### src/rtl/aud_pkg.sv
// Shared types and constants for the I2S capture front end.
package aud_pkg;

    typedef enum logic [1:0] {
        S_IDLE    = 2'd0,
        S_ARMED   = 2'd1,
        S_CAPTURE = 2'd2,
        S_PAUSED  = 2'd3
    } aud_cap_state_e;

    localparam logic FRAME_I2S = 1'b0;
    localparam logic FRAME_LJ  = 1'b1;
    localparam logic CH_L      = 1'b0;
    localparam logic CH_R      = 1'b1;

endpackage

### src/rtl/aud_i2s_deser.sv
// Serial-to-parallel half-frame deserialiser with LRCK edge detect.
module aud_i2s_deser
    import aud_pkg::*;
#(
    parameter int DATA_W = 16,
    parameter int STEREO = 1
) (
    input  logic              i_clk,
    input  logic              i_rst_n,
    input  logic              i_lrck,
    input  logic              i_data,
    input  logic              i_run,
    input  logic              i_lj,
    output logic              o_start,
    output logic              o_done,
    output logic              o_short,
    output logic              o_channel,
    output logic [DATA_W-1:0] o_word
);

    localparam int CNT_W = $clog2(DATA_W + 1);

    logic              r_lrck_d;
    logic              r_act;
    logic              r_ch;
    logic [CNT_W-1:0]  r_cnt;
    logic [DATA_W-2:0] r_sreg;

    logic w_edge;
    logic w_take;
    logic w_shift;

    assign w_edge  = i_lrck != r_lrck_d;
    assign w_take  = (STEREO != 0) || (i_lrck == CH_L);
    assign w_shift = i_run && !w_edge && r_act && (r_cnt < CNT_W'(DATA_W));

    assign o_start   = i_run && w_edge && w_take;
    assign o_done    = w_shift && (r_cnt == CNT_W'(DATA_W - 1));
    assign o_short   = i_run && w_edge && r_act && (r_cnt != '0)
                     && (r_cnt < CNT_W'(DATA_W));
    assign o_channel = r_ch;
    assign o_word    = {r_sreg, i_data};

    always_ff @(posedge i_clk or negedge i_rst_n) begin
        if (!i_rst_n) begin
            r_lrck_d <= 1'b0;
            r_act    <= 1'b0;
            r_ch     <= 1'b0;
            r_cnt    <= '0;
            r_sreg   <= '0;
        end else begin
            r_lrck_d <= i_lrck;
            if (!i_run) begin
                r_act <= 1'b0;
                r_cnt <= '0;
            end else if (w_edge) begin
                // LJ samples the MSB on the edge; I2S spends it as the delay slot
                r_act <= w_take;
                if (w_take) begin
                    r_ch <= i_lrck;
                end
                if (w_take && i_lj == FRAME_LJ) begin
                    r_sreg <= {{(DATA_W - 2){1'b0}}, i_data};
                    r_cnt  <= CNT_W'(1);
                end else begin
                    r_cnt <= '0;
                end
            end else if (w_shift) begin
                r_sreg <= o_word[DATA_W-2:0];
                r_cnt  <= r_cnt + CNT_W'(1);
            end
        end
    end

endmodule

### src/rtl/aud_i2s_capture.sv
// I2S / left-justified capture engine: session FSM, SRAM address
// generation and output registers around the deserialiser.
module aud_i2s_capture
    import aud_pkg::*;
#(
    parameter int                DATA_W   = 16,
    parameter int                ADDR_W   = 20,
    parameter logic [ADDR_W-1:0] ADDR_MAX = {ADDR_W{1'b1}},
    parameter int                STEREO   = 1
) (
    input  logic              i_clk,
    input  logic              i_rst_n,
    input  logic              i_lrck,
    input  logic              i_data,
    input  logic              i_lj,
    input  logic              i_start,
    input  logic              i_pause,
    input  logic              i_stop,
    output logic [DATA_W-1:0] o_data,
    output logic              o_channel,
    output logic [ADDR_W-1:0] o_address,
    output logic              o_valid,
    output logic              o_short,
    output logic              o_full,
    output logic [1:0]        o_state
);

    aud_cap_state_e    r_state;
    logic              r_mode;
    logic [ADDR_W-1:0] r_addr;

    logic              w_run;
    logic              w_mode;
    logic              w_start;
    logic              w_done;
    logic              w_short;
    logic              w_ch;
    logic [DATA_W-1:0] w_word;
    logic              w_wr;
    logic              w_last;

    // a pause or stop in the same cycle discards whatever is in flight
    assign w_run  = (r_state == S_ARMED || r_state == S_CAPTURE)
                  && !i_stop && !i_pause;
    assign w_mode = (r_state == S_ARMED) ? i_lj : r_mode;
    assign w_wr   = w_done && (r_state == S_CAPTURE);
    assign w_last = r_addr == ADDR_MAX;

    assign o_state = r_state;

    aud_i2s_deser #(
        .DATA_W (DATA_W),
        .STEREO (STEREO)
    ) u_deser (
        .i_clk     (i_clk),
        .i_rst_n   (i_rst_n),
        .i_lrck    (i_lrck),
        .i_data    (i_data),
        .i_run     (w_run),
        .i_lj      (w_mode),
        .o_start   (w_start),
        .o_done    (w_done),
        .o_short   (w_short),
        .o_channel (w_ch),
        .o_word    (w_word)
    );

    always_ff @(posedge i_clk or negedge i_rst_n) begin
        if (!i_rst_n) begin
            r_state   <= S_IDLE;
            r_mode    <= FRAME_I2S;
            r_addr    <= '0;
            o_data    <= '0;
            o_channel <= 1'b0;
            o_address <= '0;
            o_valid   <= 1'b0;
            o_short   <= 1'b0;
            o_full    <= 1'b0;
        end else begin
            o_valid <= w_wr;
            o_short <= w_short && (r_state == S_CAPTURE);
            if (w_wr) begin
                o_data    <= w_word;
                o_channel <= w_ch;
                o_address <= r_addr;
                if (w_last) begin
                    o_full <= 1'b1;
                end else begin
                    r_addr <= r_addr + ADDR_W'(1);
                end
            end
            unique case (r_state)
                S_IDLE: begin
                    if (!i_stop && i_start) begin
                        r_state <= S_ARMED;
                        r_addr  <= '0;
                        o_full  <= 1'b0;
                    end
                end
                S_ARMED: begin
                    if (i_stop) begin
                        r_state <= S_IDLE;
                    end else if (i_pause) begin
                        r_state <= S_PAUSED;
                    end else if (w_start) begin
                        r_state <= S_CAPTURE;
                        r_mode  <= i_lj;
                    end
                end
                S_CAPTURE: begin
                    if (i_stop) begin
                        r_state <= S_IDLE;
                    end else if (i_pause) begin
                        r_state <= S_PAUSED;
                    end else if (w_wr && w_last) begin
                        r_state <= S_IDLE;
                    end
                end
                S_PAUSED: begin
                    if (i_stop) begin
                        r_state <= S_IDLE;
                    end else if (i_start) begin
                        r_state <= S_ARMED;
                    end
                end
                default: r_state <= S_IDLE;
            endcase
        end
    end

endmodule

### config.mk
export PLATFORM = sky130hd
export DESIGN_NAME = aud_i2s_capture
export DESIGN_NICKNAME = d
export VERILOG_FILES = /design/src/rtl/aud_pkg.sv /design/src/rtl/aud_i2s_deser.sv /design/src/rtl/aud_i2s_capture.sv
export SDC_FILE = /design/constraint.sdc
export NUM_CORES = 1
export LEC_CHECK = 0
export CAP_MARGIN = 10
export CORE_ASPECT_RATIO = 0.7
export CORE_MARGIN = 2
export CORE_UTILIZATION = 45
export DETAILED_ROUTE_END_ITERATION = 7
export PLACE_DENSITY = 0.78
export SYNTH_ARGS = -nofsm -noshare
export SYNTH_HDL_FRONTEND = slang
export SYNTH_SLANG_ARGS = --single-unit
### constraint.sdc
create_clock -name i_clk -period 3.6 [get_ports i_clk]
set_clock_uncertainty 0.15 [all_clocks]
set_input_delay 0.72 -clock i_clk [delete_from_list [all_inputs] [get_ports i_clk]]
set_output_delay 0.72 -clock i_clk [all_outputs]
set_load 0.005 [all_outputs]
==> impl_metrics.env <==
export IMPL_num_vias=3056
export IMPL_row_count=28
export IMPL_drive_above_1_share=0.0702
export IMPL_layoutNonFillerInstCount=561
export IMPL_syn_inst=403
export IMPL_synthFlopType="dfrtp_1"
export IMPL_grt_max_degree=87
export IMPL_area_delta_synth_final_pct=23.3
export IMPL_clk_pin_slew_ns=0.06
export IMPL_fmax_mhz=322
export IMPL_internal_power_mw=1.74
export IMPL_synth_top_area_share=0.558
export IMPL_dp_cells=545
export IMPL_worstSetupEndpointType="flop"
export IMPL_antenna_found_initial=0
export IMPL_worstMarginPinSlew_ns=1.06
export IMPL_rsz0062_at_grt="false"
export IMPL_cts_htree_levels=3
export IMPL_routedWlPerCell_um=15.0
export IMPL_grt_util_met2=0.301
export IMPL_cts_buffer_depth=2
export IMPL_whs_ns=0.329
export IMPL_switching_power_mw=0.638
export IMPL_core_area_um2=8370
export IMPL_syn_mean_instance_area_um2=9.57
export IMPL_cts_buffers=9
export IMPL_r2r_setup_slack_ns=0.52
export IMPL_layout_commonest_cell="nand2_1"
export IMPL_io_buffers=49
export IMPL_first_pass_iters=4
export IMPL_fin_crit_sh=0.864
export IMPL_grt_use_met3=0.0428
export IMPL_drt_wl_total_mm=8.43
export IMPL_synth_area_um2=3860
export IMPL_antenna_left=0
export IMPL_finalNetCount=468
export IMPL_status="finished clean"
export IMPL_nFillCells=729
export IMPL_slew_headroom=0.293
export IMPL_drt_iter0_markers=304
export IMPL_cts_tree="yes"
export IMPL_combPwrFrac=0.129
export IMPL_root_buffer="clkbuf_16"
export IMPL_ir_worst_vdd_v=0.000237
export IMPL_chipHeight_um=81.5
export IMPL_antenna_cells=0
export IMPL_leakagePower_nw=2.19
export IMPL_routed_via_density=5.45
export IMPL_grtUsageMet1=0.271
export IMPL_post_dp_hpwl_mm=5.55
export IMPL_cts_sinks=86
export IMPL_hold_buffers=0
export IMPL_insertion_delay_ns=0.34
export IMPL_cp_max_fo=12
export IMPL_top_usage_layer="met2"
export IMPL_grtUsageTotal=0.195
export IMPL_grt_remaining_overflow=0
export IMPL_critPathRequiredTime_ns=3.64
export IMPL_seq_area_frac_synth=0.558
export IMPL_yosysWarnings=0
export IMPL_start_util=0.461
export IMPL_ys_seq_elements=86
export IMPL_finalMaxSlewViolations=0
export IMPL_cap_violations=0
export IMPL_async_reset_ff_frac=1.00
export IMPL_setup_violations=0
export IMPL_drc_errors=0
export IMPL_synth_nets=420
export IMPL_grt_pass1_vias=2889
export IMPL_pwr_share_seq=0.468
export IMPL_tns_ns=0
export IMPL_ios=50
export IMPL_cts_resized=0
export IMPL_dieArea_um2=9340
export IMPL_switching_share=0.268
export IMPL_synth_edf_count=0
export IMPL_cp_data_arrival_time_ns=3.15
export IMPL_grt_pass1_wl_mm=14.1
export IMPL_crit_path_start_kind="input port"
export IMPL_hold_path_class="reg -> reg"
export IMPL_fin_crit_ns=3.11
export IMPL_clkPwrFrac=0.403
export IMPL_critical_path_class="in -> reg"
export IMPL_yosysTopAreaCell="dfrtp_1"
export IMPL_layout_common_cells="nand2_1 (91), dfrtp_1 (86), clkdlybuf4s50_1 (48)"
export IMPL_total_power_mw=2.38
export IMPL_place_congestion=0.917
export IMPL_powerDensity_nw_per_um2=500
export IMPL_die_x_um=115
export IMPL_synth_area_leaders="dfrtp_1 (56%), nand2_1 (8.9%), o21ai_0 (4.8%), ha_1 (2.9%), xor2_1 (2.7%)"
export IMPL_synth_cell_types=39
export IMPL_postCtsSetupBuffers=0
export IMPL_hold_violations=0
## power by group through the flow
stage	logic (mW)	clock network, mW	registers, mW
after CTS	0.310	0.963	1.11
after detailed placement	0.305	0	1.13
after global routing	0.355	1.01	1.12
after global placement	0.294	0	1.12
final	0.307	0.959	1.11
after floorplan	0.201	0	1.11
## cell usage after synthesis, types with 5 or more instances
library cell / count
and3_1: 7
o2111ai_1: 6
a21oi_1: 13
nand3_1: 18
nand2_1: 91
ha_1: 9
xor2_1: 12
dfrtp_1: 86
clkbuf_1: 11
or3_1: 5
o21ai_0: 37
inv_1: 23
nand4_1: 8
nor2_1: 26
## logic make-up (layout without fill, tap and decap cells)
family / Yosys count / count (layout) / synth area share
adder cells (fa/ha/maj): 9 / 9 / 0.0292
multiplexers: 7 / 7 / 0.0191
buffers and inverters: 42 / 95 / 0.0473
flip-flops: 86 / 86 / 0.558
AO/OA/AOI/OAI: 67 / 67 / 0.104
XOR/XNOR: 14 / 14 / 0.0318
AND/OR/NAND/NOR: 178 / 178 / 0.211
## final timing paths
kind                            cells after the start                 startpoint                         to
worst max register to register                      8     o_state[1]$_DFFE_PN0P_        r_addr[1]$_DFF_PN0_
worst min register to register                      2  o_address[13]$_DFFE_PN0N_  o_address[13]$_DFFE_PN0N_
min in group asynchronous                           1                    i_rst_n     o_data[11]$_DFFE_PN0N_
worst min-delay path                                2  o_address[13]$_DFFE_PN0N_  o_address[13]$_DFFE_PN0N_
worst max-delay path                                7                     i_stop        r_addr[1]$_DFF_PN0_
max in group asynchronous                           1                    i_rst_n       r_addr[12]$_DFF_PN0_
## registers in the layout, indices dropped and copies added, names as in the netlist
| register | cells |
|---|---|
| o_address | 20 |
| r_addr | 20 |
| o_data | 16 |
| u_deser.r_sreg | 15 |
| u_deser.r_cnt | 5 |
| o_state | 2 |
| o_channel | 1 |
| o_full | 1 |
| o_short | 1 |
| o_valid | 1 |
| r_mode | 1 |
| u_deser.o_channel | 1 |
| u_deser.r_act | 1 |
| u_deser.r_lrck_d | 1 |
## critical path, cell delays in order
cell	delay (ns)
clkdlybuf4s50_1	0.48
or3b_4	0.47
or3_2	0.56
buf_4	0.22
a21oi_1	0.31
mux2i_1	0.31
nor2_1	0.07
## cell type report
cell class,count,area (um^2),share of cell area
Sequential cell,86,2150,0.452
Clock buffer,10,239,0.0502
Tap cell,105,131,0.0276
Clock inverter,6,68.8,0.0145
Multi-Input combinational cell,275,1530,0.322
Inverter,24,103,0.0216
Timing Repair Buffer,55,533,0.112
## per-stage QoR
step	worst slack (ns)	cell area, um^2	utilization
after detailed placement	0.165	4450	0.531
after floorplan	0.900	3860	-
final	0.490	4760	0.568
after CTS	0.511	4760	0.568
after global placement	0.247	4450	0.531
after global routing	0.331	4760	0.568
## layer usage
metal  wire length (um)  vias up
met1               4030     1503
met2               3840       80
met3                388       17
met5                  0        -
met4                169        0
li1                   -     1456
No activity file was read; power rests on OpenSTA's default activity.
